### config.mk
export PLATFORM = sky130hd
export DESIGN_NAME = top_entity
export DESIGN_NICKNAME = d
export VERILOG_FILES = /design/src/rtl/top_entity_pkg.sv /design/src/rtl/top_entity_event_queue.sv /design/src/rtl/top_entity.sv
export SDC_FILE = /design/constraint.sdc
export NUM_CORES = 1
export LEC_CHECK = 0
export CORE_UTILIZATION = 50
export DETAILED_ROUTE_END_ITERATION = 6
export HOLD_SLACK_MARGIN = 0.12
export PLACE_DENSITY = 0.71
export SLEW_MARGIN = 40
export SYNTH_ARGS = -nofsm -noshare
export SYNTH_HDL_FRONTEND = slang
export SYNTH_SLANG_ARGS = --single-unit
### constraint.sdc
create_clock -name clk -period 4.07 [get_ports clk]
set_input_delay 0.814 -clock clk [delete_from_list [all_inputs] [get_ports clk]]
set_output_delay 0.814 -clock clk [all_outputs]
set_load 0.01 [all_outputs]
### src/rtl/top_entity_pkg.sv
// top_entity_pkg: shared types and defaults for the top_entity stream monitor.
//   DATA_W          - stream value width (64-bit two's complement)
//   DefQueueDepth   - default event-queue depth
//   DefPeriodCycles - default clock cycles between periodic ticks
//   q_entry_t       - one queue slot: {has_event, data, has_tick}
package top_entity_pkg;

  localparam int unsigned DATA_W          = 64;
  localparam int unsigned DefQueueDepth   = 4;
  localparam int unsigned DefPeriodCycles = 500;

  typedef struct packed {
    logic              has_event;
    logic [DATA_W-1:0] data;
    logic              has_tick;
  } q_entry_t;

endpackage

### src/rtl/top_entity_event_queue.sv
// event_queue: FIFO of monitor slots with synchronous active-high reset.
// Optional build macro TOPENTITY_DROP_OLDEST_EN: a push into a full queue (without a
// simultaneous pop) evicts the oldest entry instead of being refused.
// Ports:
//   clk, rst    - clock, synchronous active-high reset
//   push, wdata - push request and entry to store
//   pop         - pop request (ignored when empty)
//   rdata       - head entry (valid when not empty)
//   empty       - queue holds no entries
//   push_valid  - this cycle's push is stored
module event_queue
  import top_entity_pkg::*;
#(
  parameter int unsigned Depth = DefQueueDepth
) (
  input  logic     clk,
  input  logic     rst,
  input  logic     push,
  input  q_entry_t wdata,
  input  logic     pop,
  output q_entry_t rdata,
  output logic     empty,
  output logic     push_valid
);

  localparam int unsigned PtrW = (Depth > 1) ? $clog2(Depth) : 1;
  localparam int unsigned CntW = $clog2(Depth + 1);

  q_entry_t        mem_q [Depth];
  logic [PtrW-1:0] rd_ptr_q, rd_ptr_d;
  logic [PtrW-1:0] wr_ptr_q, wr_ptr_d;
  logic [CntW-1:0] count_q, count_d;
  logic            full, do_pop, do_push, drop;

  function automatic logic [PtrW-1:0] ptr_inc(input logic [PtrW-1:0] p);
    return (p == PtrW'(Depth - 1)) ? '0 : p + PtrW'(1);
  endfunction

  always_comb begin
    full   = (count_q == CntW'(Depth));
    empty  = (count_q == '0);
    do_pop = pop & ~empty;
`ifdef TOPENTITY_DROP_OLDEST_EN
    do_push = push;
    // Full and nothing leaving: overwrite the oldest slot and advance the head past it.
    drop    = push & full & ~do_pop;
`else
    do_push = push & (~full | do_pop);
    drop    = 1'b0;
`endif
    push_valid = do_push;
    rdata      = mem_q[rd_ptr_q];
    rd_ptr_d   = (do_pop | drop) ? ptr_inc(rd_ptr_q) : rd_ptr_q;
    wr_ptr_d   = do_push ? ptr_inc(wr_ptr_q) : wr_ptr_q;
    count_d    = count_q;
    if (do_push && !(do_pop || drop)) begin
      count_d = count_q + CntW'(1);
    end else if (!do_push && do_pop) begin
      count_d = count_q - CntW'(1);
    end
  end

  always_ff @(posedge clk) begin
    if (rst) begin
      rd_ptr_q <= '0;
      wr_ptr_q <= '0;
      count_q  <= '0;
    end else begin
      rd_ptr_q <= rd_ptr_d;
      wr_ptr_q <= wr_ptr_d;
      count_q  <= count_d;
    end
  end

  // Storage needs no reset: pointers and count define what is live.
  always_ff @(posedge clk) begin
    if (do_push) begin
      mem_q[wr_ptr_q] <= wdata;
    end
  end

endmodule

### src/rtl/top_entity.sv
// top_entity: stream monitor with event input in0, event output out0 = in0 + out1.hold(0)
// and periodic output out1 = out0.hold(0) + 1. Events and ticks are queued as slots and run
// through pop -> stage 1 (out0) -> stage 2 (out1) -> presentation, one slot per 3 cycles.
// Optional build macro TOPENTITY_DROP_OLDEST_EN selects drop-oldest on a full queue.
// Ports:
//   clk, rst, en                - clock, synchronous active-high reset, global enable
//   input_0, new_input_0        - input value and event strobe
//   output_0/_1, *_aktv         - held stream values and one-cycle "evaluated" flags
//   q_push, q_push_valid        - push requested / accepted
//   q_pop, q_pop_valid          - pop requested / popped entry valid
//   enable_in0/out0/out1        - per-stream evaluation strobes
module top_entity
  import top_entity_pkg::*;
#(
  parameter int unsigned QUEUE_DEPTH   = DefQueueDepth,
  parameter int unsigned PERIOD_CYCLES = DefPeriodCycles
) (
  input  logic                     clk,
  input  logic                     rst,
  input  logic                     en,
  input  logic signed [DATA_W-1:0] input_0,
  input  logic                     new_input_0,
  output logic signed [DATA_W-1:0] output_0,
  output logic                     output_0_aktv,
  output logic signed [DATA_W-1:0] output_1,
  output logic                     output_1_aktv,
  output logic                     q_push,
  output logic                     q_pop,
  output logic                     q_push_valid,
  output logic                     q_pop_valid,
  output logic                     enable_in0,
  output logic                     enable_out0,
  output logic                     enable_out1
);

  localparam int unsigned TickW = (PERIOD_CYCLES > 1) ? $clog2(PERIOD_CYCLES) : 1;

  logic                     act, tick, q_empty, pipe_empty;
  logic [TickW-1:0]         tick_cnt_q, tick_cnt_d;
  q_entry_t                 push_entry, head;
  q_entry_t                 s1_q, s1_d;
  logic                     s1_valid_q, s1_valid_d;
  // Every slot carries at least one flag, so stages 2/3 need no separate valid bit.
  logic                     s2_event_q, s2_event_d, s2_tick_q, s2_tick_d;
  logic                     s3_event_q, s3_event_d, s3_tick_q, s3_tick_d;
  logic signed [DATA_W-1:0] out0_q, out0_d, out1_q, out1_d;

  event_queue #(
    .Depth(QUEUE_DEPTH)
  ) u_queue (
    .clk       (clk),
    .rst       (rst),
    .push      (q_push),
    .wdata     (push_entry),
    .pop       (q_pop),
    .rdata     (head),
    .empty     (q_empty),
    .push_valid(q_push_valid)
  );

  always_comb begin
    act        = en & ~rst;
    tick       = (tick_cnt_q == TickW'(PERIOD_CYCLES - 1));
    q_push     = act & (new_input_0 | tick);
    push_entry = '{has_event: new_input_0, data: input_0, has_tick: tick};
    pipe_empty = ~s1_valid_q & ~(s2_event_q | s2_tick_q);
    q_pop      = act & ~q_empty & pipe_empty;
    q_pop_valid = q_pop;

    tick_cnt_d = tick ? '0 : tick_cnt_q + TickW'(1);
    s1_valid_d = q_pop;
    s1_d       = head;
    s2_event_d = s1_valid_q & s1_q.has_event;
    s2_tick_d  = s1_valid_q & s1_q.has_tick;
    s3_event_d = s2_event_q;
    s3_tick_d  = s2_tick_q;

    // in0 itself has no reader beyond out0, so it is consumed straight from the slot.
    out0_d = out0_q;
    if (s1_valid_q && s1_q.has_event) begin
      out0_d = s1_q.data + out1_q;
    end
    // Stage 2 sees the out0 written by stage 1 of the same slot.
    out1_d = out1_q;
    if (s2_tick_q) begin
      out1_d = out0_q + DATA_W'(1);
    end
  end

  always_ff @(posedge clk) begin
    if (rst) begin
      tick_cnt_q <= '0;
      s1_q       <= '0;
      s1_valid_q <= 1'b0;
      s2_event_q <= 1'b0;
      s2_tick_q  <= 1'b0;
      s3_event_q <= 1'b0;
      s3_tick_q  <= 1'b0;
      out0_q     <= '0;
      out1_q     <= '0;
    end else if (en) begin
      tick_cnt_q <= tick_cnt_d;
      s1_q       <= s1_d;
      s1_valid_q <= s1_valid_d;
      s2_event_q <= s2_event_d;
      s2_tick_q  <= s2_tick_d;
      s3_event_q <= s3_event_d;
      s3_tick_q  <= s3_tick_d;
      out0_q     <= out0_d;
      out1_q     <= out1_d;
    end
  end

  always_comb begin
    enable_in0    = act & s1_valid_q & s1_q.has_event;
    enable_out0   = enable_in0;
    enable_out1   = act & s2_tick_q;
    output_0_aktv = act & s3_event_q;
    output_1_aktv = act & s3_tick_q;
    output_0      = out0_q;
    output_1      = out1_q;
  end

endmodule

==> results of run 1 <==
==> critical path: stages (launching register included) <==
cell	delay (ns)
sky130_fd_sc_hd__dfxtp_1	0.39
sky130_fd_sc_hd__ha_1	0.25
sky130_fd_sc_hd__nand4_1	0.16
sky130_fd_sc_hd__nor4_1	0.28
sky130_fd_sc_hd__buf_4	0.20
sky130_fd_sc_hd__o21a_1	0.16
sky130_fd_sc_hd__o21a_1	0.32
sky130_fd_sc_hd__clkdlybuf4s50_1	0.60
==> cell usage in the layout, fill, tap and decap left out, types with 9 or more instances in the layout <==
| cell type | n |
|---|---|
| sky130_fd_sc_hd__a211oi_1 | 61 |
| sky130_fd_sc_hd__a21o_1 | 45 |
| sky130_fd_sc_hd__a21oi_1 | 120 |
| sky130_fd_sc_hd__a22o_1 | 15 |
| sky130_fd_sc_hd__a311oi_1 | 10 |
| sky130_fd_sc_hd__a31oi_1 | 16 |
| sky130_fd_sc_hd__and3_1 | 17 |
| sky130_fd_sc_hd__buf_4 | 23 |
| sky130_fd_sc_hd__clkbuf_1 | 13 |
| sky130_fd_sc_hd__clkbuf_16 | 49 |
| sky130_fd_sc_hd__clkdlybuf4s50_1 | 202 |
| sky130_fd_sc_hd__dfxtp_1 | 213 |
| sky130_fd_sc_hd__edfxtp_1 | 264 |
| sky130_fd_sc_hd__ha_1 | 71 |
| sky130_fd_sc_hd__inv_1 | 24 |
| sky130_fd_sc_hd__mux2i_1 | 75 |
| sky130_fd_sc_hd__mux4_2 | 66 |
| sky130_fd_sc_hd__nand2_1 | 167 |
| sky130_fd_sc_hd__nand2b_1 | 9 |
| sky130_fd_sc_hd__nand3_1 | 39 |
| sky130_fd_sc_hd__nand4_1 | 30 |
| sky130_fd_sc_hd__nor2_1 | 206 |
| sky130_fd_sc_hd__nor2b_1 | 12 |
| sky130_fd_sc_hd__nor3_1 | 18 |
| sky130_fd_sc_hd__o21a_1 | 10 |
| sky130_fd_sc_hd__o21ai_0 | 43 |
| sky130_fd_sc_hd__o21bai_1 | 11 |
| sky130_fd_sc_hd__or3_1 | 16 |
| sky130_fd_sc_hd__xnor2_1 | 53 |
| sky130_fd_sc_hd__xor2_1 | 67 |
==> flip-flops by register name, indices dropped and copies added (netlist names) <==
register          cells
u_queue.wr_ptr_q      2
s1_q                 66
s2_tick_q             1
u_queue.rd_ptr_q      2
output_0             64
s1_valid_q            1
u_queue.mem_q       264
output_1             64
s2_event_q            1
u_queue.count_q       3
tick_cnt_q            9
s3_tick_q             1
s3_event_q            1
==> worst paths after layout <==
path,startpoint,end,slack [ns],depth (start not counted)
setup reg to reg,s1_q[16]$_SDFFE_PP0P_,output_0[62]$_SDFFE_PP0P_,0.45,10
hold reg to reg,s3_tick_q$_SDFFE_PP0P_,s3_tick_q$_SDFFE_PP0P_,0.48,2
setup / recovery,tick_cnt_q[1]$_SDFFE_PP0P_,q_push_valid,0.29,7
hold / removal,s3_tick_q$_SDFFE_PP0P_,s3_tick_q$_SDFFE_PP0P_,0.48,2
==> power by group through the flow <==
stage | clock network [mW] | registers, mW | logic (mW)
after global placement | 0 | 5.38 | 0.688
after floorplan | 0 | 5.34 | 0.487
final | 4.44 | 5.29 | 0.704
after detailed placement | 0 | 5.39 | 0.703
after global routing | 4.70 | 5.30 | 0.766
after CTS | 4.52 | 5.29 | 0.709
==> cells by family (layout without fill, tap and decap cells) <==
group                      Yosys count  in the layout  share of synthesized area
and+or+nand+nor                    552            552                     0.1155
DFF                                479            479                     0.5585
AOI/OAI and AO/OA                  372            372                     0.1110
muxes                              141            141                     0.1021
buffers and inverters              128            345                    0.02251
xor gates and xnor gates           120            120                    0.04799
adders and majority gates           73             73                    0.04239
==> metal layers <==
metal | vias to the layer above | track usage
met2 | 454 | 0.3879
met3 | 74 | 0.03516
met1 | 7520 | 0.3582
met5 | - | 0
met4 | 0 | 0.08071
li1 | 7286 | -
==> area by class of cell <==
| type | count | area, sq um |
|---|---|---|
| Multi-Input combinational cell | 1258 | 9191 |
| Clock buffer | 66 | 1330 |
| Fill cell | 3508 | 17050 |
| Inverter | 24 | 90.09 |
| Sequential cell | 479 | 12240 |
| Tap cell | 585 | 732.0 |
| Clock inverter | 24 | 252.7 |
| Timing Repair Buffer | 231 | 2288 |
==> flow_results.org, run 1 <==
** Clock tree
- The H-tree generated during clock tree synthesis spans 2 levels.
- Num Clock Sinks :: 479
- Hold buffer count at CTS :: 0
- Number of buffers added by the clock tree synthesis step :: 48
- Clock latency at the later pin of the worst-skew pair :: roughly 0.6 ns
- Count of instances resized after the clock tree is built :: 0
- Buffers inserted by post-CTS timing repair :: 0
- After clock tree synthesis, the clock-pin slew on the worst setup and hold paths is ~0.06 ns.
- The root buffer cell chosen for the clock tree is sky130_fd_sc_hd__clkbuf_16.
- TritonCTS built the clock tree.
- Counting along the longest clock path gives a buffer depth of 3.

** Power and ir drop
- In this run the power density over the cells is 399.3 mW/mm^2.
- Total leakage power :: 9.296 nW
- Portion of total power attributed to combinational logic :: 0.067
- Of the total power, registers draw 0.507.
- Fraction of power spent switching nets :: 0.2246
- The share of total power dissipated in the clock network is 0.426.
- The design draws ~10 mW.
- Power spent charging and discharging nets :: 2.343 mW
- Cell internal pwr :: about 8 mW
- The worst-case IR drop observed on VDD is 0.0003640 V.

** Yosys
- Cell type contributing the most total cell area after synthesis :: sky130_fd_sc_hd__edfxtp_1
- Most instantiated flip-flop cell in the synthesis netlist :: sky130_fd_sc_hd__edfxtp_1
- Of the post-synthesis cell area, the dominant cell type holds 0.3620.
- The synthesized design contains around 480 register bits.
- Counting flops with a built-in enable in the synthesized netlist gives roughly 260.
- By count the netlist is led by 264 x sky130_fd_sc_hd__edfxtp_1, 215 x sky130_fd_sc_hd__dfxtp_1, 206 x sky130_fd_sc_hd__nor2_1, 167 x sky130_fd_sc_hd__nand2_1, 120 x sky130_fd_sc_hd__a21oi_1.
- Syn avg cell area :: around 12 sq um
- Top area cells in the synthesized netlist :: sky130_fd_sc_hd__edfxtp_1 36%, sky130_fd_sc_hd__dfxtp_1 20%, sky130_fd_sc_hd__mux4_2 6.8%
- In this run the cell area of the synthesized design comes to 0.02190 sq mm.
- Cell with the most instances after synthesis :: sky130_fd_sc_hd__edfxtp_1
- Counting flops with an async set or reset pin after synthesis yields a share of 0.
- Synthesized Nets :: 2006
- During synthesis, Yosys emitted a total of 0 warnings.
- Synth cell types :: between 60 and 70
- Synthesis produced 1865 cells.
- Of the synthesized area, sequential elements account for 0.5585.

** Routing
- Max layer used :: met4
- Number of search-and-repair iterations in the first detailed-routing pass :: 5
- Met2 wire len :: 24.87 mm
- Routed WL per cell :: 20.62 um
- In the routed layout, each cell is associated on average with a via count of 5.750.
- The detailed router put a total of 25.16 mm of wire on met1.
- In this run, the number of DRC markers left after iteration 0 of detailed routing was ~1300.
- After detailed routing, the total wire length is 55.00 mm.
- Summed over all nets, wire length on met3 after detailed routing comes to between 3 and 4 mm.
- Number of routed nets with antenna violations :: 0
- Via total after detailed routing :: 15330
- DRC violations left :: 0

** Setup path
- At the worst endpoint, the arrival time is 2.97 ns.
- The worst setup path is of the reg2out kind.
- Maximum fanout along the worst path :: 8
- For the worst setup path, the data required time is around 3.3 ns.
- STA classifies the critical path endpoint as a primary output.
- STA classifies the critical path startpoint as a flip-flop.

** GRT
- Entering global routing, the biggest net connects around 90 pins.
- Initial antenna violation count :: 0
- In the global route stage, overall resource usage came out at 0.2487.
- Via count of the first global-routing pass :: around 15000
- Total congestion overflow after global routing :: 0
- The first global-routing pass estimated 85.14 mm of wire.

** Placed design
- Prior to clock tree synthesis, the placed netlist has a worst setup slack of 0.5429 ns.
- The count of buffers added on input and output ports is between 200 and 250.
- Standard cell area after detailed placement :: 0.02454 sq mm
- The number of placed instances, taps included, is around 2600.
- The wire-length estimate of the detail-placed layout is 38.95 mm.
- Gpl congestion :: about 0.94

** Timing
- Share of the clock period used by the worst path after layout :: 0.9287
- Final-report max-slew violation count :: 0
- Setup slack on the critical path of the routed design comes to 0.2902 ns.
- Setup repair after global routing left no endpoint under its margin.
- Min cycle time layout :: 3.780 ns
- Setup Viol. Count Final :: 0
- After routing, the total negative slack on setup checks comes to 0 ns.
- Based on the critical path, the design can be clocked at up to around 260 MHz.
- Least-Margin Pin Slew :: ~0.75 ns
- Final clock skew :: 0.02945 ns
- In this run the tightest slew margin relative to its limit is 0.4990.
- The tightest hold path in the finished design has a slack of between 0.4 and 0.5 ns.
- The final count of hold timing violations is 0.

** Final layout
- At the end of the flow, the number of nets in the layout was about 2200.
- Share of cells above drive strength 1 :: 0.09078
- Final Core Density :: 0.6051
- 0 antenna diodes ended up in the layout.
- Post-Layout Inst Area :: between 0.02 and 0.03 sq mm
- Non-filler instance count after layout :: 2667
- Area growth from synthesis to layout :: 19.27%

** Floorplanning
- The floorplan step defined a die boundary enclosing 0.04465 sq mm.
- The floorplan step set the die width to 211.3 um.
- The floorplan step defined a core boundary enclosing 0.04317 sq mm.
- Pin placement for this block handled 205 I/O pins.
- Starting density of the core :: 0.5073
- Y dimension of the die :: 211.3 um
- The floorplan has 76 rows.

** Outcome
- The flow ran to the end, and the final reports show no timing, DRC or antenna violations.

** Job
- Across the run, the number of max-cap violations was 0.

** Hold path
- Worst hold path type :: reg2reg
(Power assumes the default switching activity.)
==> run 2: changes to the inputs <==
GPL_ROUTABILITY_DRIVEN = 1   (was not set)
==> results of run 2 <==
No change in the layout: final DEF, timing and power equal those of run 1.
